[config.mk]
export PLATFORM = sky130hd
export DESIGN_NAME = alu_issue_scheduler
export DESIGN_NICKNAME = d
export VERILOG_FILES = /design/src/rtl/alu_issue_scheduler.sv
export SDC_FILE = /design/constraint.sdc
export NUM_CORES = 1
export LEC_CHECK = 0
export CORE_MARGIN = 1
export CORE_UTILIZATION = 49
export DETAILED_ROUTE_END_ITERATION = 8
export GPL_ROUTABILITY_DRIVEN = 0
export HOLD_SLACK_MARGIN = 0.02
export PLACE_DENSITY = 0.81
export SYNTH_ARGS = -nofsm -noshare
export SYNTH_HDL_FRONTEND = slang
export SYNTH_SLANG_ARGS = --single-unit
export TNS_END_PERCENT = 100
[constraint.sdc]
create_clock -name clk -period 10.95 [get_ports clk]
set_clock_uncertainty 0.1 [all_clocks]
set_input_delay 3.285 -clock clk [delete_from_list [all_inputs] [get_ports clk]]
set_output_delay 3.285 -clock clk [all_outputs]
set_load 0.05 [all_outputs]
[src/rtl/alu_issue_scheduler.sv]
// Round-robin issue arbiter with a RAW/WAW scoreboard in front of a 3-stage pipelined ALU.
// Also provides a drain handshake that stops issue and reports when the pipeline is empty.
module alu_issue_scheduler #(
  parameter int unsigned NUM_REQ   = 4,
  parameter bit          RAW_CHECK = 1'b1,
  localparam int unsigned IdW      = (NUM_REQ > 1) ? $clog2(NUM_REQ) : 1
) (
  input  logic                 clk,
  input  logic                 rst,
  input  logic [NUM_REQ-1:0]   req_valid,
  output logic [NUM_REQ-1:0]   req_ready,
  input  logic [5*NUM_REQ-1:0] req_a,
  input  logic [5*NUM_REQ-1:0] req_b,
  input  logic [2*NUM_REQ-1:0] req_op,
  input  logic [5*NUM_REQ-1:0] req_dest,
  input  logic                 wb_valid,
  input  logic [4:0]           wb_dest,
  input  logic                 drain_req,
  output logic                 issue_valid,
  output logic [4:0]           issue_a,
  output logic [4:0]           issue_b,
  output logic [1:0]           issue_op,
  output logic [4:0]           issue_dest,
  output logic [IdW-1:0]       issue_id,
  output logic [31:0]          busy_vec,
  output logic                 drain_done
);

  typedef enum logic [1:0] {StRun, StDrain, StDone} state_e;

  state_e               state_q;
  logic [31:0]          busy_q, busy_d;
  logic [IdW-1:0]       rr_q, rr_d;
  logic [NUM_REQ-1:0]   elig;
  logic [NUM_REQ-1:0]   gnt;
  logic                 gnt_any;
  logic [IdW-1:0]       gnt_idx;
  logic [IdW-1:0]       cand_id;
  int                   cand;
  logic [4:0]           sel_a, sel_b, sel_dest;
  logic [1:0]           sel_op;

  // Reg 0 is never marked busy, so it can never create a hazard.
  always_comb begin
    elig = '0;
    for (int i = 0; i < NUM_REQ; i++) begin
      elig[i] = req_valid[i] & ~busy_q[req_dest[5*i +: 5]] &
                (~RAW_CHECK | (~busy_q[req_a[5*i +: 5]] & ~busy_q[req_b[5*i +: 5]]));
    end
  end

  always_comb begin
    gnt_any = 1'b0;
    gnt_idx = '0;
    cand    = 0;
    cand_id = '0;
    if (state_q == StRun && !rst) begin
      for (int k = 0; k < NUM_REQ; k++) begin
        cand = int'(rr_q) + k;
        if (cand >= int'(NUM_REQ)) cand = cand - int'(NUM_REQ);
        cand_id = IdW'(cand);
        if (!gnt_any && elig[cand_id]) begin
          gnt_any = 1'b1;
          gnt_idx = cand_id;
        end
      end
    end
    gnt = gnt_any ? (NUM_REQ'(1) << gnt_idx) : '0;
  end

  assign req_ready = gnt;
  assign busy_vec  = busy_q;

  always_comb begin
    sel_a    = req_a[5*gnt_idx +: 5];
    sel_b    = req_b[5*gnt_idx +: 5];
    sel_op   = req_op[2*gnt_idx +: 2];
    sel_dest = req_dest[5*gnt_idx +: 5];
  end

  // Clear before set so a coincident set of the same register wins.
  always_comb begin
    busy_d = busy_q;
    if (wb_valid) busy_d[wb_dest] = 1'b0;
    if (gnt_any && sel_dest != 5'd0) busy_d[sel_dest] = 1'b1;
    busy_d[0] = 1'b0;
  end

  always_comb begin
    rr_d = rr_q;
    if (gnt_any) rr_d = (int'(gnt_idx) == int'(NUM_REQ) - 1) ? '0 : gnt_idx + 1'b1;
  end

  always_ff @(posedge clk) begin
    if (rst) begin
      state_q     <= StRun;
      busy_q      <= '0;
      rr_q        <= '0;
      issue_valid <= 1'b0;
      issue_a     <= '0;
      issue_b     <= '0;
      issue_op    <= '0;
      issue_dest  <= '0;
      issue_id    <= '0;
      drain_done  <= 1'b0;
    end else begin
      busy_q      <= busy_d;
      rr_q        <= rr_d;
      issue_valid <= gnt_any;
      if (gnt_any) begin
        issue_a    <= sel_a;
        issue_b    <= sel_b;
        issue_op   <= sel_op;
        issue_dest <= sel_dest;
        issue_id   <= gnt_idx;
      end
      unique case (state_q)
        StRun: begin
          if (drain_req) state_q <= StDrain;
        end
        StDrain: begin
          if (!drain_req) begin
            state_q <= StRun;
          end else if (busy_q == '0 && !issue_valid) begin
            state_q    <= StDone;
            drain_done <= 1'b1;
          end
        end
        StDone: begin
          if (!drain_req) begin
            state_q    <= StRun;
            drain_done <= 1'b0;
          end
        end
        default: state_q <= StRun;
      endcase
    end
  end

endmodule
-- Word-level counts from Yosys, hierarchy flattened
Index checks and enable logic that the tools add are counted.
- register bits after elaboration: 57
- latch bits: 0
- RAM bits: 0
- ROM bits: 0
- output and inout port bits: 57
- logic and storage cells: 173
- memories kept: 0
- add/subtract/negate cells: 8
- multiply operators: 1
- divide/modulo/power cells: 0
- order comparisons: 24
- equality and inequality tests: 8
- shifts and indexed selects: 5
- muxes and demuxes: 70
- bitwise logic cells: 27
- reductions and logical operators: 19
- operators with widths (kind ; count):
    5-bit by 6-bit < comparator with 1-bit output, second input constant ; 14
    32-bit two-way mux ; 2
    1-bit binary-select mux with 5-bit select ; 12
    20-bit by 6-bit indexed part select with 5-bit output ; 3
    2-bit two-way mux ; 18
    32-bit bitwise AND ; 1
    32-bit zero test ; 1
    32-bit inverter ; 1
    32-bit OR ; 1
    1-bit two-way mux ; 29
    1-bit bitwise AND ; 12
    2-bit by 3-bit < comparator with 1-bit output, second input constant ; 4
    1-bit inverter ; 12
    1-bit demux with 5-bit select ; 2
    5-bit by 1-bit >= comparator with 1-bit output, second input constant ; 2
    3-bit >= comparator, second input constant ; 3
    1-bit binary-select mux with 2-bit select ; 4
    1-bit logical AND ; 8
    2-bit inequality test, second input constant ; 4
    8-bit by 4-bit indexed part select with 2-bit output ; 1
    2-bit by 1-bit subtractor with 2-bit output, second input constant ; 4
    2-bit by 2-bit adder with 3-bit output, second input constant ; 2
    2-bit one-hot mux with 3 select lines ; 1
    1-bit zero test ; 5
    other kinds (15) ; 16

-- Logic depth before layout (Yosys ltp)
- depth in word-level cells: 29
- mapped depth: 16
- depth with buffers taken out: 12

-- Least setup slack after synthesis
OpenSTA, ideal clock, no wires.
- path type: input to output
- from: input port req_b[16]
- to: output port req_ready[3]
- data arrival time: 6.574 ns
- data required time: 7.565 ns
- path slack: 0.991 ns
- stages: 12
- path buffers: 2
- cell sequence: buf_2 -> mux4_2 -> o2111ai_1 -> nand4_1 -> or4_1 -> and2_1 -> a221o_1 -> a21o_2 -> inv_4 -> buf_2 -> ha_1 -> and2_1
- word-level cells in the longest chain between the ends: 23
- ends and longest elaborated chain (element ; line ; text):
    from (decl) ; 13 ; input logic [5*NUM_REQ-1:0] req_b,
    1-bit binary-select mux with 5-bit select (*) ; 48 ; (~RAW_CHECK | (~busy_q[req_a[5*i +: 5]] & ~busy_q[req_b[5*i +: 5]]));
    1-bit two-way mux (not written as such) (*) ; 48 ;
    1-bit inverter (*) ; 48 ;
    1-bit bitwise AND (*) ; 48 ;
    1-bit bitwise AND (*) ; 47 ; elig[i] = req_valid[i] & ~busy_q[req_dest[5*i +: 5]] &
    1-bit binary-select mux with 2-bit select ; 62 ; if (!gnt_any && elig[cand_id]) begin
    1-bit two-way mux (not written as such) ; 62 ;
    1-bit two-way mux ; 62 ;
    [8 not listed] ; -- ;
    1-bit two-way mux ; 57 ; if (state_q == StRun && !rst) begin
    1-bit zero test ; 62 ;
    1-bit logical AND ; 62 ;
    2-bit two-way mux (*) ; 62 ;
    2-bit two-way mux (*) ; 57 ;
    named net gnt_idx[1] ; 37 ; logic [IdW-1:0] gnt_idx;
    1-bit by 2-bit left shift with 4-bit output (*) ; 68 ; gnt = gnt_any ? (NUM_REQ'(1) << gnt_idx) : '0;
    4-bit two-way mux (*) ; 68 ;
    to (decl) ; 11 ; output logic [NUM_REQ-1:0] req_ready,
The timed path passes the listed nets; every way through them passes the cells marked *. The select of a mux whose other input is x is not followed.

-- Worst setup path after layout
- from: input port req_dest[0]
- to: output port req_ready[2]
- word-level cells in the longest chain between the ends: 23
- ends and longest elaborated chain (element ; line ; text):
    from (decl) ; 15 ; input logic [5*NUM_REQ-1:0] req_dest,
    1-bit binary-select mux with 5-bit select (*) ; 47 ;
    1-bit two-way mux (not written as such) (*) ; 47 ;
    1-bit inverter (*) ; 47 ;
    1-bit bitwise AND (*) (2 in series) ; 47 ;
    1-bit binary-select mux with 2-bit select ; 62 ;
    1-bit two-way mux (not written as such) ; 62 ;
    1-bit two-way mux ; 62 ;
    1-bit two-way mux ; 57 ;
    [6 not listed] ; -- ;
    1-bit two-way mux ; 62 ;
    1-bit two-way mux ; 57 ;
    1-bit zero test ; 62 ;
    1-bit logical AND ; 62 ;
    2-bit two-way mux ; 62 ;
    2-bit two-way mux ; 57 ;
    1-bit by 2-bit left shift with 4-bit output ; 68 ;
    4-bit two-way mux (*) ; 68 ;
Every way passes the cells marked *; elsewhere a longest branch is shown, timed or not. The select of a mux whose other input is x is not followed.

==> flow_metrics.env <==
export IMPL_dpl_hpwl_mm=17.34
export IMPL_clk_pin_slew_ns=0.08
export IMPL_fmax_ghz=0.09520
export IMPL_ys_seq_elements=56
export IMPL_clock_latency_ns=0.32
export IMPL_wirelength_mm=26.52
export IMPL_track_usage_pct=36.09
export IMPL_port_buffers=136
export IMPL_final_common_cell="clkdlybuf4s50_1"
export IMPL_synth_edff_count=0
export IMPL_instances_no_fill=1022
export IMPL_drtAntennaViolNets=0
export IMPL_ys_warn_count=0
export IMPL_cts_hold_buffers_added=0
export IMPL_antenna_found_initial=0
export IMPL_boundaryPins=138
export IMPL_htree_levels=2
export IMPL_grt_pass1_vias=6864
export IMPL_grt_overflow_total=0
export IMPL_fillers=1197
export IMPL_die_x_um=121.2
export IMPL_cts_buffer_depth=2
export IMPL_synth_nets=867
export IMPL_ys_types=73
export IMPL_fp_dieH_um=121.2
export IMPL_cts_root_buf="clkbuf_16"
export IMPL_slew_headroom_pct=33.62
export IMPL_setup_tns_ns=0
export IMPL_yosys_area_top_type_share_pct=17.47
export IMPL_nets=926
export IMPL_drt_initial_drc_count=1035
export IMPL_crit_start="req_dest[0]"
export IMPL_clkSinkCount=56
export IMPL_cpPeakStageDelay_ns=0.90
export IMPL_dr_pass1_iters=5
export IMPL_start_util_pct=50.14
export IMPL_cp_arrival_ns=7.12
export IMPL_n_antenna_cell=0
export IMPL_finalHoldViolations=0
export IMPL_area_growth_pct=19.95
export IMPL_cts_buffers=5
export IMPL_vias=7337
export IMPL_maxCapViolCount=0
export IMPL_die_area_um2=14690
export IMPL_cp_slowest_cell="clkdlybuf4s50_1"
export IMPL_rr_startpoint="busy_vec[6]"
export IMPL_outcome="finished clean"
export IMPL_num_rows=43
export IMPL_min_delay_start="issue_id[1]"
export IMPL_leakage_nw=2.993
export IMPL_setup_violations=0
export IMPL_grt_pass1_wl_mm=39.63
export IMPL_cts_tree="done"
export IMPL_finalInstanceArea_um2=8349
export IMPL_yosysSeqAreaShare_pct=16.11
export IMPL_tightestPinTransition_ns=0.9958
export IMPL_drc=0
export IMPL_async_flop_share_pct=0
export IMPL_critical_path_buf_inv_count=3
export IMPL_worstPathMaxFanout=15
export IMPL_syn_inst=782
export IMPL_fin_crit_sh_pct=95.93
export IMPL_avgSynthCellArea_um2=8.901
export IMPL_cp_required_ns=7.57
export IMPL_grt_start_max_net_pins=57
export IMPL_rsz0062_at_grt="no"
export IMPL_vias_per_cell=7.179
export IMPL_crit_chain="clkdlybuf4s50_1 -> mux2_2 -> o311ai_0 -> nor3_1 -> nor4_2 -> nand4_1 -> or4b_1 -> o211ai_2 -> a21o_2 -> inv_4 -> ha_1 -> and2_1 -> buf_4"
export IMPL_crit_type="input port to output port"
export IMPL_postCtsResizedCells=0
export IMPL_synth_ff_type="dfxtp_1"
export IMPL_yosys_top_cells_area="mux4_2 17%, dfxtp_1 16%, mux2i_1 13%, nor2b_1 4.3%, nand2_1 3.2%"
export IMPL_cts_setup_buffers=0
export IMPL_p_per_area_nw_per_um2=97.21
export IMPL_synth_largest_area_cell="mux4_2"
export IMPL_fin_crit_ns=10.50
export IMPL_routedWlPerCell_um=25.95
export IMPL_place_inst=1014
export IMPL_hold_class="flop to flop"
export IMPL_postPlaceCellArea_um2=8195
export IMPL_design_core_area_um2=13880
export IMPL_slew_violations=0
export IMPL_mostFrequentLayoutCells="131 x clkdlybuf4s50_1, 88 x mux2i_1, 60 x nand2_1"
export IMPL_endpoint_kind="output port"
export IMPL_synth_area_um2=6960
export IMPL_peakVddDrop_mv=0.08726
export IMPL_layout_drive_gt1_share_pct=14.96
export IMPL_critical_path_top_delay_family="simple AND/OR/NAND/NOR gates"
export IMPL_start_kind="input port"
[worst paths after layout]
| path | to | slack (ns) | depth (start not counted) |
|---|---|---|---|
| worst min-delay path | issue_id[1] | 0.38 | 2 |
| worst max register to register | busy_vec[11] | 5.90 | 12 |
| worst min register to register | issue_id[1] | 0.38 | 2 |
| worst max-delay path | req_ready[2] | 0.45 | 13 |
[cell usage after synthesis (all sizes together), types with 2 or more instances]
cell type and number:
a2111oi 4, a211oi 13, or2 2, or4 6, mux2 20, nor3 8
a311oi 2, ha 4, nand4 7, o311ai 5, a221o 3, a22oi 11
dfxtp 56, o2111ai 6, and4 2, inv 28, and2 6, nand3 19
mux2i 88, a21boi 4, mux4 56, nor2 28, o21a 3, nor3b 20
a31oi 3, a221oi 8, o211ai 13, buf 38, nand3b 21, o22ai 6
nand2b 18, nand4b 3, a21oi 9, nor4 13, o211a 2, o41ai 17
o31ai 15, and3 3, nor2b 48, clkbuf 57, nand2 60, a31o 12
nor4b 2, o21ai 20
[metrics by stage]
step	utilization (%)	power, mW	setup slack, ns	hold WS (ns)
after floorplan	-	0.5066	0.9906	0.3688
after global placement	59.04	0.6243	0.6220	0.3636
after detailed placement	59.04	0.6291	0.5249	0.3676
after CTS	60.15	0.8042	0.5038	0.3821
after global routing	60.15	0.8425	0.2273	0.3985
final	60.15	0.8116	0.4456	0.3777
[worst register-to-register path, delay by kind of cell (launching register included)]
kind | cells | cell delay [ns]
buffers and inverters | 2 | 0.47
AND/OR/NAND/NOR | 4 | 1.35
flip-flops | 1 | 0.63
multiplexers | 2 | 1.13
AO/OA/AOI/OAI | 4 | 1.29
[logic make-up after synthesis]
family | count (synthesis) | synth area share (%)
compound gates | 163 | 18.73
fa+ha+maj | 4 | 0.7191
flops | 56 | 16.11
simple gates | 271 | 22.34
mux | 164 | 34.12
buf+inv | 123 | 7.927
other cells | 1 | 0.05388
[state kept, by name, summed over array words and instances (netlist names)]
| register | count |
|---|---|
| state_q | 2 |
| issue_id | 2 |
| issue_a | 5 |
| issue_op | 2 |
| busy_vec | 31 |
| drain_done | 1 |
| issue_b | 5 |
| issue_valid | 1 |
| issue_dest | 5 |
| rr_q | 2 |
[layout make-up]
class                   instances  area (um^2)  area share (%)
clock inverters                 3        28.78          0.3447
flip-flops and latches         56         1121           13.43
repair buffers                147         1454           17.41
well taps                     180        225.2           2.697
clock buffers                   5        125.1           1.499
multi-input cells             603         5288           63.33
inverters                      28        107.6           1.289
[where the power goes]
group | leakage [nW] | internal, mW | switching [mW]
clock network | 0.0767 | 0.0885 | 0.0887
registers | 0.456 | 0.223 | 0.0317
logic | 2.46 | 0.152 | 0.227
total | 2.99 | 0.464 | 0.348
[layer usage]
metal	track usage, %	share of wire [%]	vias up
li1	-	-	3131
met1	46.52	36	3337
met2	52.93	42	699
met3	10.29	15	170
met4	22.61	7.0	0
met5	0	0	-
No activity file was read; power rests on OpenSTA's default activity.
